## config.mk

```make
export PLATFORM = sky130hd
export DESIGN_NAME = rotate_cmd_sequencer
export DESIGN_NICKNAME = d
export VERILOG_FILES = /design/src/rtl/rotseq_pkg.sv /design/src/rtl/rotation_right_shifter.sv /design/src/rtl/rotate_cmd_sequencer.sv
export SDC_FILE = /design/constraint.sdc
export NUM_CORES = 1
export LEC_CHECK = 0
export CAP_MARGIN = 20
export CORE_MARGIN = 2
export CORE_UTILIZATION = 30
export DETAILED_ROUTE_END_ITERATION = 6
export REMOVE_ABC_BUFFERS = 1
export SYNTH_ARGS = -nofsm -noshare
export SYNTH_HDL_FRONTEND = slang
export SYNTH_SLANG_ARGS = --single-unit
```

## constraint.sdc

```tcl
create_clock -name i_clk -period 2.4 [get_ports i_clk]
set_clock_uncertainty 0.05 [all_clocks]
set_input_delay 0.48 -clock i_clk [delete_from_list [all_inputs] [get_ports i_clk]]
set_output_delay 0.48 -clock i_clk [all_outputs]
set_load 0.02 [all_outputs]
```

## src/rtl/rotseq_pkg.sv

```systemverilog
// Shared types and constants for the rotate command sequencer.
// Holds the FSM state encoding and the fixed rotator widths.
package rotseq_pkg;

    localparam int ROT_W  = 3;
    localparam int DATA_W = 8;

    typedef enum logic [1:0] {
        ST_IDLE,
        ST_RUN,
        ST_DONE
    } state_t;

endpackage

```

## src/rtl/rotation_right_shifter.sv

```systemverilog
// Combinational 8-bit right rotator built from fixed 1/2/4-bit stages.
module rotation_right_shifter
    import rotseq_pkg::*;
(
    input  logic [DATA_W-1:0] i_num,
    input  logic [ROT_W-1:0]  i_num_bit_rotation,
    output logic [DATA_W-1:0] o_result
);

    logic [DATA_W-1:0] s1;
    logic [DATA_W-1:0] s2;

    assign s1 = i_num_bit_rotation[0] ?
                {i_num[0], i_num[7:1]} : i_num;
    assign s2 = i_num_bit_rotation[1] ?
                {s1[1:0], s1[7:2]} : s1;
    assign o_result = i_num_bit_rotation[2] ?
                      {s2[3:0], s2[7:4]} : s2;

endmodule

```

## src/rtl/rotate_cmd_sequencer.sv

```systemverilog
// Repeated-rotation command front-end for the 8-bit rotator.
// Define ROTSEQ_LEFT_EN to add i_dir (left rotation support).
module rotate_cmd_sequencer
    import rotseq_pkg::*;
#(
    parameter int N     = DATA_W,
    parameter int W_REP = 4
) (
    input  logic             i_clk,
    input  logic             i_reset,
    input  logic             i_valid,
    output logic             o_ready,
    input  logic [N-1:0]     i_num,
    input  logic [ROT_W-1:0] i_num_bit_rotation,
    input  logic [W_REP-1:0] i_repeat,
`ifdef ROTSEQ_LEFT_EN
    input  logic             i_dir,
`endif
    output logic             o_valid,
    input  logic             i_ready,
    output logic [N-1:0]     o_result,
    output logic             o_busy
);

    state_t           state_q;
    state_t           state_d;
    logic [N-1:0]     data_q;
    logic [ROT_W-1:0] amt_q;
    logic [W_REP-1:0] cnt_q;
    logic [ROT_W-1:0] eff_amt;
    logic [N-1:0]     rot_data;
    logic             accept;

    assign accept = i_valid && (state_q == ST_IDLE);

`ifdef ROTSEQ_LEFT_EN
    logic dir_q;

    // A left rotation by a is a right rotation by (8-a) mod 8.
    assign eff_amt = dir_q ? (ROT_W'(0) - amt_q) : amt_q;

    always_ff @(posedge i_clk) begin
        if (i_reset) begin
            dir_q <= 1'b0;
        end else if (accept) begin
            dir_q <= i_dir;
        end
    end
`else
    assign eff_amt = amt_q;
`endif

    rotation_right_shifter u_rot (
        .i_num              (data_q),
        .i_num_bit_rotation (eff_amt),
        .o_result           (rot_data)
    );

    always_ff @(posedge i_clk) begin
        if (i_reset) begin
            state_q <= ST_IDLE;
            data_q  <= '0;
            amt_q   <= '0;
            cnt_q   <= '0;
        end else begin
            state_q <= state_d;
            if (accept) begin
                data_q <= i_num;
                amt_q  <= i_num_bit_rotation;
                cnt_q  <= i_repeat;
            end else if (state_q == ST_RUN) begin
                data_q <= rot_data;
                cnt_q  <= cnt_q - 1'b1;
            end
        end
    end

    always_comb begin
        state_d = state_q;
        o_ready = 1'b0;
        o_valid = 1'b0;
        o_busy  = 1'b0;
        unique case (state_q)
            ST_IDLE: begin
                o_ready = 1'b1;
                if (i_valid) begin
                    state_d = (i_repeat != '0) ? ST_RUN : ST_DONE;
                end
            end
            ST_RUN: begin
                o_busy = 1'b1;
                if (cnt_q == W_REP'(1)) begin
                    state_d = ST_DONE;
                end
            end
            ST_DONE: begin
                o_busy  = 1'b1;
                o_valid = 1'b1;
                if (i_ready) begin
                    state_d = ST_IDLE;
                end
            end
            default: state_d = ST_IDLE;
        endcase
    end

    // Held unchanged through DONE, so the result is stable under backpressure.
    assign o_result = data_q;

endmodule
```

==> results of run 1 <==
==> cells in the final DEF (no fill, tap or decap), types with 2 or more instances in the layout <==
cell	n
clkdlybuf4s50_1	29
nand2b_1	2
inv_1	6
a2111oi_1	5
ha_1	5
a21oi_1	6
a311oi_1	2
o22a_1	2
nand2_1	12
nor2_1	11
a2bb2oi_1	2
clkbuf_8	3
buf_4	6
nor3_1	6
mux2i_1	8
mux4_1	6
xnor2_1	2
mux4_2	2
a211oi_1	4
dfxtp_1	17
==> state kept, by name, indices dropped and copies added (netlist names) <==
signal    flops
amt_q         3
cnt_q         4
o_result      8
state_q       2
==> worst register-to-register path, stage by stage (launching register included) <==
cell	delay [ns]
dfxtp_1	0.66
mux2i_1	0.24
mux4_1	0.55
a2111oi_1	0.40
==> per-layer routing <==
metal  up-vias  wire length (um)  global-route usage (%)
li1        523                 -                       -
met1       505              1380                    20.0
met2        28              1430                    23.4
met3         6               137                    3.04
met4         0                62                    5.36
met5         -                 0                       0
==> worst max-delay path by stage <==
stage	start	to	cells after the start	slack, ns
floorplan	amt_q[1]$_SDFFE_PP0P_	o_result[1]$_SDFFE_PP0P_	3	0.65
global placement	i_valid	o_result[0]$_SDFFE_PP0P_	5	0.45
detailed placement	i_valid	o_result[6]$_SDFFE_PP0P_	5	0.40
CTS	state_q[0]$_SDFFE_PP0P_	o_ready	3	0.27
global route	amt_q[1]$_SDFFE_PP0P_	o_result[4]$_SDFFE_PP0P_	3	0.22
finish	state_q[0]$_SDFFE_PP0P_	o_ready	3	0.28
==> cell families (layout without fill, tap and decap cells) <==
kind of cell,Yosys count,in the layout,synth area share (%)
adder cells (fa/ha/maj),5,5,5.34
XOR/XNOR,3,3,2.24
multiplexers,16,16,24.1
AO/OA/AOI/OAI,28,28,19.5
flip-flops,17,17,29.0
AND/OR/NAND/NOR,37,37,14.5
buffers and inverters,14,45,5.23
==> final cells by class <==
cell class	instances	share of cell area (%)
well taps	48	3.81
clock buffers	3	2.62
flip-flops and latches	17	21.6
inverters	6	1.43
repair buffers	35	21.3
multi-input cells	89	48.9
clock inverters	1	0.318
==> power by group <==
part | leakage, uW | switching [uW] | internal [uW]
clock | 0.0000255 | 97.4 | 115
sequential | 0.000141 | 107 | 360
combinational | 0.000374 | 374 | 400
total | 0.000540 | 579 | 874
==> through the flow <==
stage	total power, uW	setup WS, ns
6_report	1450	0.277
5_1_grt	1560	0.218
4_1_cts	1460	0.271
3_5_place_dp	1240	0.405
3_3_place_gp	1230	0.447
2_1_floorplan	944	0.648
==> metrics.md, run 1 <==
| Metric | Value |
|---|---|
| Num CTS Buffers | `3` |
| # diodes | `0` |
| Detailed-route wire length | `3.02 mm` |
| Multi-input logic area | `771 um^2` |
| Post-synth EDFFs | `0` |
| Post-synthesis sequential area ratio | `29.0%` |
| Max incr delay on CP | `0.65 ns` |
| Dominant cell type by area after synthesis | `dfxtp_1` |
| Final hold vios | `0` |
| Synth Instances | `120` |
| Clock H-tree levels | `1` |
| Synth area leaders | `dfxtp_1, mux4_1, mux2i_1` |
| Synth async-reset ratio | `0%` |
| Yosys top cell area share | `29.0%` |
| TritonCTS clock tree | `built` |
| Overflow after GRT | `0` |
| Buffers on Ports | `29` |
| CP max-delay cell | `clkdlybuf4s50_1` |
| Full die area | `4420 um^2` |
| Via count | `1,062` |
| Final HPWL DP | `2.35 mm` |
| Hold Path End | `state_q[1]$_SDFFE_PP0P_` |
| Max cap viols | `0` |
| Initial antenna violation count | `0` |
| CP required | `1.87 ns` |
| Max Buffers Root-to-Sink | `2` |
| Top-level port count | `30` |
| Area grow syn2layout | `34.4%` |
| Buf/Inv on CP | `2` |
| Drt pass-1 iters | `4` |
| Ys flop type | `dfxtp_1` |
| First-pass GRT wire length | `4.99 mm` |
| WS Path Type | `register to primary output` |
| CP endpoint kind | `primary output` |
| Post-DRT Antenna Nets | `0` |
| Fraction of layout cells with a size suffix above 1 | `9.27%` |
| Tcrit/Tclk final | `88.5%` |
| Startpoint Class | `register` |
| Max-slew violations | `0` |
| #FFs+latches synth | `17` |
| Setup Fix Bufs, Post-CTS | `0` |
| Post-layout instance area | `1580 um^2` |
| Post-DR wirelength/cell | `15.2 um` |
| Worst hold path class | `register to register` |
| Commonest cells in the netlist | `dfxtp_1, nand2_1, nor2_1` |
| Vias/cell | `5.34` |
| Slew @ Worst Pin | `0.536 ns` |
| Crit Path Max Fanout | `6` |
| Total Nets Final | `176` |
| Clock slew at reported path FFs | `0.06 ns` |
| CTS Sinks | `17` |
| Cell family with most CP delay | `buffers and inverters` |
| FF-to-FF setup slack | `0.38 ns` |
| CP Cell Sequence | `inv_1, ha_1, clkdlybuf4s50_1` |
| Minimum hold slack | `0.478 ns` |
| Fin crit period | `2.12 ns` |
| Setup TNS | `0 ns` |
| Clk Latency, worst-skew pair | `0.25 ns` |
| Initial core utilization | `31.5%` |
| Warnings, synthesis | `0` |
| DRC | `0` |
| Critical Path AT | `1.59 ns` |
| Die W | `66.5 um` |
| Final Non-Filler Cells | `199` |
| Post-CTS Resized | `0` |
| Dpl cell area | `1530 um^2` |
| Final Setup Violations | `0` |
| Final core utilization | `42.4%` |
| Row cnt | `22` |
| F_max | `471 MHz` |
| RePlAce Congestion | `0.875` |
| Power Density | `923 nW/um^2` |
| Pin count of the biggest net entering global routing | `13` |
| Number of global-route vias before repair | `1,084` |
| Yosys cell types | `34` |
| RSZ-0062 raised after global routing | `no` |
| RR Endpoint | `o_result[5]$_SDFFE_PP0P_` |
| Maximum vdd drop | `0.000490 V` |
| Status | `finished clean` |
| Filler cells | `377` |
| Most frequent cell after synthesis | `dfxtp_1` |
| R2R cell count | `3` |
| Die height | `66.5 um` |
| Dpl cells | `195` |
| Hold buffers post-CTS | `0` |
| Register Area | `340 um^2` |
| Core ar. | `3720 um^2` |
| Worst r2r src | `amt_q[1]$_SDFFE_PP0P_` |
| Clock root buffer | `clkbuf_8` |
| Average size of a mapped cell | `9.77 um^2` |
| Iteration-0 DRC Markers | `44` |
| Hold Crit Start | `state_q[1]$_SDFFE_PP0P_` |
| Slew HR | `64.2%` |
| Leakage power | `0.000540 uW` |
| Worst hold path cell count | `2` |
| Synth Cell Area | `1170 um^2` |
| Global Route Usage Sum | `14.8%` |
(Power assumes the default switching activity.)
==> run 2: changes to the inputs <==
Settings changed: DONT_BUFFER_PORTS set to 1, SKIP_CTS_REPAIR_TIMING set to 1.
==> metrics.md, run 2 (synthesis gave the netlist of run 1 again) <==
| Metric | Value |
|---|---|
| Status | `finished clean` |
| Initial antenna violation count | `0 (unchanged)` |
| Area grow syn2layout | `8.22%` |
| Final Setup Violations | `0 (unchanged)` |
| Clock H-tree levels | `1 (unchanged)` |
| CP endpoint kind | `register` |
| Worst hold path class | `input pin to register` |
| WS Path Type | `register to register` |
| Initial core utilization | `31.5% (unchanged)` |
| Critical Path AT | `2.11 ns (+0.52 ns)` |
| Iteration-0 DRC Markers | `22 (-50%)` |
| First-pass GRT wire length | `4.89 mm (-2.1%)` |
| CP Cell Sequence | `mux2i_1, mux4_1, a2111oi_1` |
| Clk Latency, worst-skew pair | `0.26 ns (about the same)` |
| Final Non-Filler Cells | `168 (-16%)` |
| Final core utilization | `34.1% (-8.2 points)` |
| Num CTS Buffers | `3 (unchanged)` |
| Vias/cell | `5.77 (+8.1%)` |
| Final hold vios | `0 (unchanged)` |
| F_max | `495 MHz (+5.1%)` |
| CP max-delay cell | `dfxtp_1` |
| Via count | `969 (-8.8%)` |
| Met1 Wirelength | `1.29 mm (-6.4%)` |
| Max Buffers Root-to-Sink | `2 (unchanged)` |
| Drt pass-1 iters | `4 (unchanged)` |
| Pin count of the biggest net entering global routing | `19 (+6)` |
| Clock root buffer | `clkbuf_8` |
| Most common cell after layout, fill and taps aside | `dfxtp_1` |
| Core ar. | `3720 um^2 (unchanged)` |
| Global Route Usage Sum | `15.0% (+0.22 points)` |
| R2R cell count | `3 (unchanged)` |
| Number of global-route vias before repair | `956 (-12%)` |
| Max cap viols | `0 (unchanged)` |
| Total Nets Final | `145 (-18%)` |
| CTS Sinks | `17 (unchanged)` |
| Crit path launch | `amt_q[1]$_SDFFE_PP0P_` |
| Dpl cells | `164 (-16%)` |
| DRC | `0 (unchanged)` |
| Crit Path Max Fanout | `11 (+5)` |
| Full die area | `4420 um^2 (unchanged)` |
| Tcrit/Tclk final | `84.1% (-4.3 points)` |
| Cell family with most CP delay | `multiplexers` |
| Setup crit end | `o_result[5]$_SDFFE_PP0P_` |
| Setup TNS | `0 ns (unchanged)` |
| Slew HR | `64.0% (-0.26 points)` |
| Maximum vdd drop | `0.000579 V (+18%)` |
| # diodes | `0 (unchanged)` |
| Largest register FFs | `8 (unchanged)` |
| Fin crit period | `2.02 ns (-0.104 ns)` |
| Final HPWL DP | `2.24 mm (-4.7%)` |
| Crit path depth | `3 (unchanged)` |
| Startpoint Class | `register` |
| Buf/Inv on CP | `0 (-2)` |
| Max-slew violations | `0 (unchanged)` |
| Post-DR wirelength/cell | `18.2 um (+20%)` |
| Detailed-route wire length | `3.06 mm (+1.4%)` |
| TritonCTS clock tree | `built` |
| Worst r2r src | `amt_q[1]$_SDFFE_PP0P_` |
| Power Density | `1040 nW/um^2 (+13%)` |
| Met2 WL | `1.44 mm (+0.70%)` |
| Fraction of layout cells with a size suffix above 1 | `9.17% (-0.10 points)` |
| Slew @ Worst Pin | `0.540 ns (+0.00386 ns)` |
| RR Endpoint | `o_result[5]$_SDFFE_PP0P_` |
| Die W | `66.5 um (unchanged)` |
| FF-to-FF setup slack | `0.38 ns (about the same)` |
| Post-DRT Antenna Nets | `0 (unchanged)` |
| Max Used Layer | `met4` |
| Max incr delay on CP | `0.66 ns (about the same)` |
| Wire length on met3 | `224 um (+64%)` |
| Minimum hold slack | `0.228 ns (-0.250 ns)` |
| Clock slew at reported path FFs | `0.07 ns (about the same)` |
| Die height | `66.5 um (unchanged)` |
| Leakage power | `0.000417 uW (-23%)` |
| Top-level port count | `30 (unchanged)` |
| RePlAce Congestion | `0.868 (-0.77%)` |
| Overflow after GRT | `0 (unchanged)` |
| Buffers on Ports | `0 (-100%)` |
| CP required | `2.49 ns (+0.62 ns)` |
| RSZ-0062 raised after global routing | `no` |
| Row cnt | `22 (unchanged)` |
| Most frequent cells in the layout | `dfxtp_1, nand2_1, nor2_1` |
[run 2: layer usage]
metal	global-route usage, %	up-vias
met5	0	-
met4	11.2	0
met3	2.70	9
met2	22.9	36
met1	18.8	462
li1	-	462
[run 2: cell type report]
type,count,area (um^2)
Tap cell,48,60.1
Clock buffer,4,45.0
Sequential cell,17,340
Timing Repair Buffer,4,30.0
Fill cell,383,2450
Inverter,6,22.5
Multi-Input combinational cell,89,771
[run 2: power by group]
part	switching, uW	internal [uW]
Sequential	167	359
Combinational	293	279
Clock	109	118
Total	569	756
[run 2: through the flow]
step	total power [uW]	setup slack, ns	instance area [um^2]
after floorplan	944	0.648	1130
after global placement	1080	0.511	1220
after detailed placement	1100	0.439	1220
after CTS	1330	0.384	1270
after global routing	1410	0.272	1270
final	1320	0.381	1270
[run 2: worst min-delay path by stage]
stage	startpoint	end	slack (ns)	cells past startpoint
3_5_place_dp	state_q[1]$_SDFFE_PP0P_	state_q[1]$_SDFFE_PP0P_	0.46	2
4_1_cts	i_reset	o_result[2]$_SDFFE_PP0P_	0.23	1
6_report	i_reset	amt_q[2]$_SDFFE_PP0P_	0.23	1
3_3_place_gp	state_q[1]$_SDFFE_PP0P_	state_q[1]$_SDFFE_PP0P_	0.45	2
2_1_floorplan	state_q[1]$_SDFFE_PP0P_	state_q[1]$_SDFFE_PP0P_	0.43	2
5_1_grt	i_reset	o_result[2]$_SDFFE_PP0P_	0.23	1
[run 2: worst register-to-register path: cells and delay by family, from the launching register on]
| family | cells | cell delay [ns] |
|---|---|---|
| DFF | 1 | 0.66 |
| muxes | 2 | 0.76 |
| AOI/OAI and AO/OA | 1 | 0.43 |
==> run 3: changes to the inputs <==
Clock period 2.4 ns to 1.7 ns, I/O delays scaled along.
==> metrics.md, run 3 (synthesis gave the netlist of run 1 again) <==
| Metric | Value |
|---|---|
| Maximum vdd drop | `0.000668 V (+15%)` |
| Die height | `66.5 um (unchanged)` |
| Final HPWL DP | `2.52 mm (+12%)` |
| Iteration-0 DRC Markers | `22 (unchanged)` |
| Clock slew at reported path FFs | `0.07 ns (about the same)` |
| Initial antenna violation count | `0 (unchanged)` |
| Top-level port count | `30 (unchanged)` |
| Minimum hold slack | `0.0846 ns (-0.143 ns)` |
| Num CTS Buffers | `3 (unchanged)` |
| Initial core utilization | `31.5% (unchanged)` |
| Final core utilization | `40.0% (+5.9 points)` |
| Detailed-route wire length | `3.31 mm (+8.0%)` |
| TritonCTS clock tree | `built` |
| Global Route Usage Sum | `15.7% (+0.70 points)` |
| Status | `finished clean` |
| F_max | `601 MHz (+21%)` |
| Overflow after GRT | `0 (unchanged)` |
| Dpl cell area | `1360 um^2 (+11%)` |
| First-pass GRT wire length | `5.31 mm (+8.8%)` |
| Setup TNS | `0 ns (unchanged)` |
| GR peak layer | `met2` |
| Slew HR | `74.5% (+11 points)` |
| Clock root buffer | `clkbuf_8` |
| CTS Sinks | `17 (unchanged)` |
| Filler cells | `372 (-2.9%)` |
| Crit Path Max Fanout | `11 (unchanged)` |
| CP required | `1.82 ns (-0.67 ns)` |
| Multi-input logic area | `853 um^2 (+11%)` |
| Fraction of layout cells with a size suffix above 1 | `30.1% (+21 points)` |
| Area grow syn2layout | `26.8%` |
| Max Buffers Root-to-Sink | `2 (unchanged)` |
| Pin count of the biggest net entering global routing | `19 (unchanged)` |
| Critical Path AT | `1.78 ns (-0.33 ns)` |
| Final hold vios | `0 (unchanged)` |
| Total Nets Final | `161 (+11%)` |
| GR met2 Demand/Resource | `25.3% (+2.4 points)` |
| Final Non-Filler Cells | `184 (+9.5%)` |
| Max cap viols | `0 (unchanged)` |
| Post-DR wirelength/cell | `18.0 um (-1.4%)` |
| DRC | `0 (unchanged)` |
| Slew @ Worst Pin | `0.378 ns (-0.162 ns)` |
| Tcrit/Tclk final | `97.8% (+14 points)` |
| Startpoint Class | `register` |
| FF-to-FF setup slack | `0.04 ns (-0.34 ns)` |
| Row cnt | `22 (unchanged)` |
| Register Area | `343 um^2 (+0.74%)` |
| Grt met3 use | `2.36% (-0.34 points)` |
| Post-layout instance area | `1490 um^2 (+17%)` |
| M1 GR Usage | `20.6% (+1.8 points)` |
| Via count | `1,062 (+9.6%)` |
| WS Path Type | `register to register` |
| Clk Latency, worst-skew pair | `0.26 ns (about the same)` |
| Final Setup Violations | `0 (unchanged)` |
| Buffers on Ports | `0 (unchanged)` |
| Most frequent cells in the layout | `buf_4, dfxtp_1, nand2_1` |
| Leakage power | `0.000510 uW (+22%)` |
| Drt pass-1 iters | `4 (unchanged)` |
| # diodes | `0 (unchanged)` |
| Largest register FFs | `8 (unchanged)` |
| Dpl cells | `180 (+9.8%)` |
| Full die area | `4420 um^2 (unchanged)` |
| Post-DRT Antenna Nets | `0 (unchanged)` |
| Clock H-tree levels | `1 (unchanged)` |
| RePlAce Congestion | `0.901 (+3.8%)` |
| Die W | `66.5 um (unchanged)` |
| Vias/cell | `5.77 (about the same)` |
| CP endpoint kind | `register` |
| Fin crit period | `1.66 ns (-0.356 ns)` |
| Core ar. | `3720 um^2 (unchanged)` |
| Max-slew violations | `0 (unchanged)` |
| Most common cell after layout, fill and taps aside | `buf_4` |
| Number of global-route vias before repair | `1,078 (+13%)` |
| Worst hold path class | `input pin to register` |
| RSZ-0062 raised after global routing | `yes` |
| Power Density | `1490 nW/um^2 (+42%)` |
## run 3: cell count changes in the layout (fill, tap and decap cells not counted), sizes merged
| cell | previous run | this run |
|---|---|---|
| buf | 4 | 20 |
## run 3: area by class of cell
cell class	count	area share (%)
multi-input combinational	89	57.4
sequential	17	23.1
timing repair buffer	20	10.9
tap	48	4.04
clock buffer	4	3.03
inverter	6	1.52
## run 3: power breakdown
group          internal [uW]  switching [uW]  leakage, uW
registers                509             119     0.000141
logic                    592             667     0.000346
clock network            167             157    0.0000228
total                   1270             943     0.000510
## run 3: path summary, 6_finish.rpt
check | from | end | depth (start not counted)
worst min register to register | state_q[1]$_SDFFE_PP0P_ | state_q[1]$_SDFFE_PP0P_ | 2
worst min-delay path | i_reset | amt_q[2]$_SDFFE_PP0P_ | 1
worst max-delay path | amt_q[1]$_SDFFE_PP0P_ | o_result[1]$_SDFFE_PP0P_ | 4
worst max register to register | amt_q[1]$_SDFFE_PP0P_ | o_result[1]$_SDFFE_PP0P_ | 4
## run 3: per-layer routing
layer  vias to the layer above  wire (um)
met5                         -          0
met4                         0         48
met3                         4         89
met2                        27       1610
met1                       546       1560
li1                        485          -
## run 3: critical path, stage by stage (launching register included)
cell       delay [ns]
dfxtp_2          0.33
buf_12           0.14
mux2i_1          0.16
mux4_2           0.54
a2111oi_4        0.34
## run 3: through the flow
step                      setup WS [ns]  total power [uW]
after floorplan                 -0.0519              1330
after global placement           0.0278              1690
after detailed placement        -0.0134              1720
after CTS                       -0.0398              2040
after global routing            -0.0107              2340
final                            0.0366              2210
